===== src/rtl/ula_pkg.sv =====
// ============================================================================
//  Module      : ula_pkg
//  Description : Shared opcodes, instruction field positions and state
//                encoding for the ULA instruction controller.
//  Revision    : 1.0
// ============================================================================
`default_nettype none

package ula_pkg;

    localparam int DW   = 8;
    localparam int AW   = 3;
    localparam int NREG = 8;

    // Low bit of each instruction field; opcode/rd/rs/rt are 3 bits, imm is DW bits
    localparam int OPC_LO = 13;
    localparam int RD_LO  = 10;
    localparam int RS_LO  = 7;
    localparam int RT_LO  = 4;
    localparam int IMM_LO = 0;

    localparam logic [2:0] OP_ADD = 3'b000;
    localparam logic [2:0] OP_SUB = 3'b001;
    localparam logic [2:0] OP_OR  = 3'b010;
    localparam logic [2:0] OP_AND = 3'b011;
    localparam logic [2:0] OP_NOT = 3'b100;
    localparam logic [2:0] OP_SLT = 3'b101;
    localparam logic [2:0] OP_LDI = 3'b110;
    localparam logic [2:0] OP_NOP = 3'b111;

    typedef enum logic [1:0] {
        ST_IDLE  = 2'd0,
        ST_ISSUE = 2'd1,
        ST_WAIT  = 2'd2,
        ST_CAPT  = 2'd3
    } state_t;

    function automatic logic is_alu_op(input logic [2:0] op);
        case (op)
            OP_ADD, OP_SUB, OP_OR, OP_AND, OP_NOT, OP_SLT: return 1'b1;
            default:                                       return 1'b0;
        endcase
    endfunction

endpackage

`default_nettype wire


===== src/rtl/ula_ctrl_regfile.sv =====
// ============================================================================
//  Module      : ula_ctrl_regfile
//  Description : 8x8 register file, one synchronous write port, two
//                combinational operand reads and a combinational debug read.
//  Revision    : 1.0
// ============================================================================
`default_nettype none

module ula_ctrl_regfile
    import ula_pkg::*;
(
    input  logic          clk,
    input  logic          clr,
    input  logic          i_we,
    input  logic [AW-1:0] i_waddr,
    input  logic [DW-1:0] i_wdata,
    input  logic [AW-1:0] i_raddr_a,
    input  logic [AW-1:0] i_raddr_b,
    input  logic [AW-1:0] i_dbg_addr,
    output logic [DW-1:0] o_rdata_a,
    output logic [DW-1:0] o_rdata_b,
    output logic [DW-1:0] o_dbg_data
);

    logic [DW-1:0] r_mem [NREG];

    always_ff @(posedge clk) begin
        if (clr) begin
            for (int i = 0; i < NREG; i++) begin
                r_mem[i] <= '0;
            end
        end else if (i_we) begin
            r_mem[i_waddr] <= i_wdata;
        end
    end

    assign o_rdata_a  = r_mem[i_raddr_a];
    assign o_rdata_b  = r_mem[i_raddr_b];
    assign o_dbg_data = r_mem[i_dbg_addr];

endmodule

`default_nettype wire


===== src/rtl/ula_ctrl.sv =====
// ============================================================================
//  Module      : ula_ctrl
//  Description : Instruction issuer / writeback controller for the 8-bit ULA.
//                Optional flag outputs enabled by ULA_CTRL_FLAGS_EN.
//  Revision    : 1.0
// ============================================================================
`default_nettype none

module ula_ctrl
    import ula_pkg::*;
#(
    parameter int ALU_LAT = 1
) (
    input  logic          clk,
    input  logic          clr,
    input  logic          instr_valid,
    input  logic [15:0]   instr,
    output logic          instr_ready,
    output logic [2:0]    alu_op,
    output logic [DW-1:0] alu_a,
    output logic [DW-1:0] alu_b,
    input  logic [DW-1:0] alu_result,
    output logic          wb_valid,
    output logic [AW-1:0] wb_addr,
    output logic [DW-1:0] wb_data,
    input  logic [AW-1:0] dbg_addr,
    output logic [DW-1:0] dbg_data
`ifdef ULA_CTRL_FLAGS_EN
    ,
    output logic          flag_z,
    output logic          flag_n
`endif
);

    state_t        r_state;
    logic [1:0]    r_cnt;
    logic [AW-1:0] r_rd;
    logic [2:0]    r_alu_op;
    logic [DW-1:0] r_alu_a;
    logic [DW-1:0] r_alu_b;
    logic          r_wb_valid;
    logic [AW-1:0] r_wb_addr;
    logic [DW-1:0] r_wb_data;

    logic [2:0]    w_op;
    logic [AW-1:0] w_rd;
    logic [AW-1:0] w_rs;
    logic [AW-1:0] w_rt;
    logic [DW-1:0] w_imm;
    logic          w_accept;
    logic          w_capt;
    logic          w_we;
    logic [AW-1:0] w_waddr;
    logic [DW-1:0] w_wdata;
    logic [DW-1:0] w_rdata_a;
    logic [DW-1:0] w_rdata_b;

    assign w_op     = instr[OPC_LO +: 3];
    assign w_rd     = instr[RD_LO  +: AW];
    assign w_rs     = instr[RS_LO  +: AW];
    assign w_rt     = instr[RT_LO  +: AW];
    assign w_imm    = instr[IMM_LO +: DW];

    assign w_accept = instr_valid && (r_state == ST_IDLE);
    assign w_capt   = (r_state == ST_CAPT);

    // One write port shared by ALU capture and LDI; they can never coincide
    assign w_we     = w_capt || (w_accept && (w_op == OP_LDI));
    assign w_waddr  = w_capt ? r_rd : w_rd;
    assign w_wdata  = w_capt ? alu_result : w_imm;

    ula_ctrl_regfile u_regfile (
        .clk        (clk),
        .clr        (clr),
        .i_we       (w_we),
        .i_waddr    (w_waddr),
        .i_wdata    (w_wdata),
        .i_raddr_a  (w_rs),
        .i_raddr_b  (w_rt),
        .i_dbg_addr (dbg_addr),
        .o_rdata_a  (w_rdata_a),
        .o_rdata_b  (w_rdata_b),
        .o_dbg_data (dbg_data)
    );

    always_ff @(posedge clk) begin
        if (clr) begin
            r_state    <= ST_IDLE;
            r_cnt      <= '0;
            r_rd       <= '0;
            r_alu_op   <= '0;
            r_alu_a    <= '0;
            r_alu_b    <= '0;
            r_wb_valid <= 1'b0;
            r_wb_addr  <= '0;
            r_wb_data  <= '0;
        end else begin
            r_wb_valid <= w_we;
            if (w_we) begin
                r_wb_addr <= w_waddr;
                r_wb_data <= w_wdata;
            end

            case (r_state)
                ST_IDLE: begin
                    if (w_accept && is_alu_op(w_op)) begin
                        r_alu_op <= w_op;
                        r_alu_a  <= w_rdata_a;
                        r_alu_b  <= (w_op == OP_NOT) ? '0 : w_rdata_b;
                        r_rd     <= w_rd;
                        r_state  <= ST_ISSUE;
                    end
                end
                ST_ISSUE: begin
                    if (ALU_LAT > 1) begin
                        r_cnt   <= 2'(ALU_LAT - 2);
                        r_state <= ST_WAIT;
                    end else begin
                        r_state <= ST_CAPT;
                    end
                end
                ST_WAIT: begin
                    if (r_cnt == 2'd0) begin
                        r_state <= ST_CAPT;
                    end else begin
                        r_cnt <= r_cnt - 2'd1;
                    end
                end
                ST_CAPT: begin
                    r_state <= ST_IDLE;
                end
                default: begin
                    r_state <= ST_IDLE;
                end
            endcase
        end
    end

    assign instr_ready = (r_state == ST_IDLE);
    assign alu_op      = r_alu_op;
    assign alu_a       = r_alu_a;
    assign alu_b       = r_alu_b;
    assign wb_valid    = r_wb_valid;
    assign wb_addr     = r_wb_addr;
    assign wb_data     = r_wb_data;

`ifdef ULA_CTRL_FLAGS_EN
    logic r_flag_z;
    logic r_flag_n;

    always_ff @(posedge clk) begin
        if (clr) begin
            r_flag_z <= 1'b0;
            r_flag_n <= 1'b0;
        end else if (w_we) begin
            r_flag_z <= (w_wdata == '0);
            r_flag_n <= w_wdata[DW-1];
        end
    end

    assign flag_z = r_flag_z;
    assign flag_n = r_flag_n;
`endif

endmodule

`default_nettype wire


===== config.mk =====
export PLATFORM = sky130hd
export DESIGN_NAME = ula_ctrl
export DESIGN_NICKNAME = d
export VERILOG_FILES = /design/src/rtl/ula_pkg.sv /design/src/rtl/ula_ctrl_regfile.sv /design/src/rtl/ula_ctrl.sv
export SDC_FILE = /design/constraint.sdc
export NUM_CORES = 1
export LEC_CHECK = 0
export ABC_AREA = 0
export BUFFER_PORTS_ARGS = -buffer_cell sky130_fd_sc_hd__buf_2
export CAP_MARGIN = 20
export CORE_UTILIZATION = 65
export CTS_BUF_LIST = sky130_fd_sc_hd__clkbuf_8
export DETAILED_ROUTE_END_ITERATION = 6
export PLACE_DENSITY = 0.88
export SLEW_MARGIN = 20
export SYNTH_ARGS = -nofsm -noshare
export SYNTH_HDL_FRONTEND = slang
export SYNTH_SLANG_ARGS = --single-unit

===== constraint.sdc =====
create_clock -name clk -period 5.21 [get_ports clk]
set_clock_uncertainty 0.05 [all_clocks]
set_input_delay 1.563 -clock clk [delete_from_list [all_inputs] [get_ports clk]]
set_output_delay 1.563 -clock clk [all_outputs]
set_load 0.02 [all_outputs]

---- Yosys cells after proc, flatten, opt, wreduce, memory -nomap -nowiden ----
Memory sizes are Yosys's and may differ from the RTL's. A register that Yosys moved wholly into a read port is not among the register bits.
Index checks and enable logic that the tools add are counted.
storage, ports and cells
  register bits after elaboration ......... 30
  output and inout port bits .............. 40
  input port bits ......................... 30
  logic and storage cells ................. 51
  memories ................................ 1
  bits in writable memories ............... 64
cells by class
  bitwise operators ....................... 1
  multiplexer cells ....................... 17
  $add $sub $neg .......................... 1
  eq/ne operators ......................... 11
  reduce and logical (&&, ||, !) cells .... 12
memories
  name             depth  bits a word  rd ports  clocked after memory_dff  write ports  RTL line                RTL
  u_regfile.r_mem  8      8            3         1                         8            ula_ctrl_regfile.sv:25  logic [DW-1:0] r_mem [NREG];
operators by type and width
  operator                                             count
  2-to-1 mux 8 bit                                     3
  equality test 3 bit, second input constant           3
  2-to-1 mux 1 bit                                     9
  one-hot mux 2 bit (4 select lines)                   1
  OR reduction 8 bit                                   1
  equality test 3 x 2 -> 1 bit, second input constant  2
  2-to-1 mux 3 bit                                     2
  AND reduction 2 bit                                  3
  OR reduction 6 bit                                   1
  equality test 2 bit, second input constant           2
  logical NOT 2 bit                                    2
  2-to-1 mux 2 bit                                     2
  equality test 3 x 1 -> 1 bit, second input constant  1
  logical AND 1 bit                                    3
  logical NOT 3 bit                                    1
  equality test 2 x 1 -> 1 bit, second input constant  1
  != test 2 x 1 -> 1 bit, second input constant        1
  != test 2 bit, second input constant                 1
  subtractor 2 x 1 -> 2 bit, second input constant     1
  logical OR 1 bit                                     1
  NOT 1 bit                                            1

---- Longest topological paths before layout ----
  word-level depth ........................ 9
  depth in mapped cells ................... 8
  gate-level depth less buffers ........... 6

---- By module ----
A second synthesis with hierarchy kept.
unflattened totals
  cells, all modules ...................... 447
  area, all modules ....................... 5814.3 um^2
modules (own cells, without submodules)
  module            times used  cells an instance  area an instance (um^2)  seq. area each (um^2)
  ula_ctrl_regfile  1           251                4065.1                   1921.8
  ula_ctrl          1           196                1749.2                   760.7

---- Least setup slack after synthesis ----
OpenSTA, ideal clock, no wires.
  path type ............................... input to output
  start point ............................. in dbg_addr[0]
  end point ............................... out dbg_data[0]
  buffers on the path ..................... 2
  path slack .............................. 943 ps
  cell stages on the path ................. 4
  required time ........................... 3597 ps
  arrival ................................. 2654 ps
  cells stage by stage .................... buf_6 > buf_12 > mux4_1 > mux2_2
on the way
  cells in the longest elaborated chain, start to end .. 1
RTL lines
  what                RTL line        RTL
  from (decl)         ula_ctrl.sv:26  input logic [AW-1:0] dbg_addr,
  memory (8 x 8 bit)  -
  to (decl)           ula_ctrl.sv:27  output logic [DW-1:0] dbg_data
No other way between the ends.

---- Worst setup path after layout ----
Ends and elaborated chain as after synthesis.

==> impl_metrics.py <==
metrics = {
    "worst_setup_path": {
        "crit_top_cell": "buf_2",
        "worstPathMaxFanout": 16,
        "end_kind": "output pin",
        "arrival_ps": 3000,
        "critical_path_class": "input pin to output pin",
        "crit_path_max_incr_delay_ps": 610,
        "crit_required_ps": 3600,
        "cp_num_cells": 4,
        "cpLargestDelayFamily": "multiplexers",
        "worst-path-buf-inv": 2,
        "rr_worst_depth": 7,
        "start_kind": "input pin",
        "critPathSlowestCell": "mux4_1",
        "crit_chain": "buf_2, mux4_1, mux2_2, buf_2",
    },
    "detailed_routing": {
        "dr_total_vias": 4566,
        "firstDrtPassIters": 5,
        "via_per_inst": 6.83,
        "drt_iter0_markers": 402,
        "drc_errors": 0,
        "wl_per_cell_um": 23.1,
        "ant_nets": 0,
        "finalWirelength_um": 15500,
    },
    "logic_synthesis": {
        "synthAdderAreaFrac_pct": 1.09,
        "avgSynthCellArea_sq_um": 11.2,
        "ys.flop_type": "edfxtp_1",
        "synth_top_area_share_pct": 33.4,
        "syn-num-nets": 551,
        "ys_ff_latch": 102,
        "synth_area_leader_cell": "edfxtp_1",
        "yosys_warnings": 0,
        "synth_top_family_by_area": "multiplexers",
        "yosysMostFrequentCell": "nor2_1",
        "yosysSeqAreaShare_pct": 46.6,
        "synth_area_leaders": "edfxtp_1 (33%), dfxtp_1 (13%), mux2i_1 (13%)",
        "synth_mux_area_share_pct": 22.1,
        "synth-simple-area-share_pct": 13.1,
        "synth-async-reset-ratio_pct": 0,
        "syn_area_sq_um": 5760,
        "synth_commonest_cells": "nor2_1 (95), mux2i_1 (74), edfxtp_1 (64)",
        "synth_xor_area_share_pct": 0.152,
        "syn_inst": 516,
        "synth_edf_count": 64,
        "ys_types": 40,
        "synth_compound_area_share_pct": 12.7,
    },
    "hold_path": {
        "hp-class": "register to register",
        "whs_path_depth": 2,
    },
    "sta": {
        "relSlewSlack_pct": 38.2,
        "rsz0062_at_grt": "false",
        "setup_viol": 0,
        "finalCriticalPeriod_ps": 4610,
        "fmax_mhz": 217,
        "slew_violations": 0,
        "fin_crit_sh_pct": 88.5,
        "tns_ps": 0,
        "tightest_slew_ps": 926,
        "hold_viol": 0,
    },
    "clock_network": {
        "cts_resized": 0,
        "numCtsBuffers": 9,
        "h-tree-depth": 3,
        "cts_root_buffer": "clkbuf_8",
        "cts_setup_buffers": 0,
        "hold_buffers": 0,
        "clk-insertion-delay-late_ps": 360,
        "clk_pin_slew_ps": 100,
        "clock_sinks": 102,
        "clk_path_buf_depth": 2,
        "cts_tree": "yes",
    },
    "placed_design": {
        "dp_cells": 653,
        "hpwl_um": 10900,
        "place_congestion": 1.10,
        "port_buffers": 69,
    },
    "global_routing": {
        "grt_usage_pct": 36.0,
        "grt_overflow": 0,
        "antenna_found_initial": 0,
        "grt_max_degree": 57,
        "grt_pass1_vias": 4431,
        "grt_pass1_wl_um": 23600,
    },
    "floorplanning": {
        "coreArea_sq_um": 8380,
        "dieWidth_um": 96.2,
        "dieArea_sq_um": 9240,
        "std_cell_rows": 33,
        "start_util_pct": 68.7,
        "io_pins": 70,
        "dieHeight_um": 96.2,
    },
    "pwr": {
        "ir_worst_vdd_mv": 0.202,
        "p_per_area_nw_per_um2": 288,
        "total_leakage_power_nw": 2.45,
    },
    "cells_and_area": {
        "antenna-diode-count": 0,
        "layout-drive-gt1-share_pct": 20.7,
        "nets": 594,
        "synthToLayoutAreaGrowth_pct": 7.71,
        "stdcell_count": 669,
    },
    "flow_run": {
        "maxCapViolations": 0,
    },
    "status": {
        "status": "complete, no violations",
    },
}
[stage by stage]
step	hold slack (ps)	setup WS, ps	power, mW	utilization (%)	instance area (sq um)
detailed placement	404	616	1.34	72.0	6030
global route	451	555	1.85	74.0	6210
finish	412	597	1.79	74.0	6210
global placement	396	649	1.33	72.0	6030
CTS	420	616	1.78	74.0	6210
floorplan	416	943	1.23	-	5760
[path summary, 6_finish.rpt]
path	endpoint	slack, ps	start
setup / recovery	dbg_data[0]	600	dbg_addr[0]
setup reg to reg	u_regfile.r_mem[4][1]	2430	r_state[0]
hold / removal	alu_op[0]	410	alu_op[0]
hold reg to reg	alu_op[0]	410	alu_op[0]
[metal layers]
layer | part of all wire, % | track usage (%) | vias up
li1 | - | - | 2015
met1 | 37 | 43.9 | 2174
met2 | 48 | 59.0 | 310
met3 | 9.0 | 7.42 | 67
met4 | 5.8 | 21.6 | 0
met5 | 0 | 0 | -
[sequential cells by signal, summed over array words and instances (netlist names)]
register,flops
alu_a,8
wb_addr,3
r_cnt,2
wb_valid,1
r_rd,3
r_state,2
alu_op,3
u_regfile.r_mem,64
wb_data,8
alu_b,8
[cells in the final DEF (no fill, tap or decap), types with 2 or more instances in the layout]
cell / instances
a32oi_1: 3
buf_4: 3
a211oi_2: 2
a21oi_1: 18
dfxtp_1: 38
edfxtp_1: 64
a21o_1: 8
mux2i_1: 74
nor2b_1: 9
nand3b_1: 4
a211oi_1: 11
nor3_1: 11
a22oi_1: 38
clkbuf_8: 9
and2_1: 4
inv_1: 7
mux4_1: 16
or2_2: 14
mux2_2: 8
o21ai_1: 2
o21ai_0: 3
nor2_1: 95
nand3_1: 4
nand2b_1: 5
nand2_2: 3
o21bai_1: 2
clkinvlp_4: 3
a32o_1: 8
ha_1: 5
nor3b_1: 3
nand2_1: 13
buf_2: 69
[cell families (layout without fill, tap and decap cells)]
kind of cell,count (synthesis),after routing
adder cells (fa/ha/maj),5,5
XOR/XNOR,1,1
multiplexers,99,99
flip-flops,102,102
AO/OA/AOI/OAI,98,98
AND/OR/NAND/NOR,165,165
buffers and inverters,46,94
[worst reg2reg max path, delay by kind of cell, from the launching register on]
kind            cells  cell delay (ps)
fa+ha+maj           1              160
compound gates      3              950
flops               1              400
buf+inv             3              850
[area by class of cell]
class | instances | area (sq um)
Timing Repair Buffer | 72 | 368
Sequential cell | 102 | 2680
Clock buffer | 9 | 124
Fill cell | 603 | 2180
Tap cell | 105 | 131
Clock inverter | 7 | 51.3
Multi-Input combinational cell | 368 | 2830
Inverter | 6 | 22.5
[report_power, final]
group	internal (mW)	switching (mW)	leakage, nW
logic	0.143	0.238	1.40
clock network	0.175	0.281	0.0846
registers	0.910	0.0423	0.972
No activity file was read; power rests on OpenSTA's default activity.
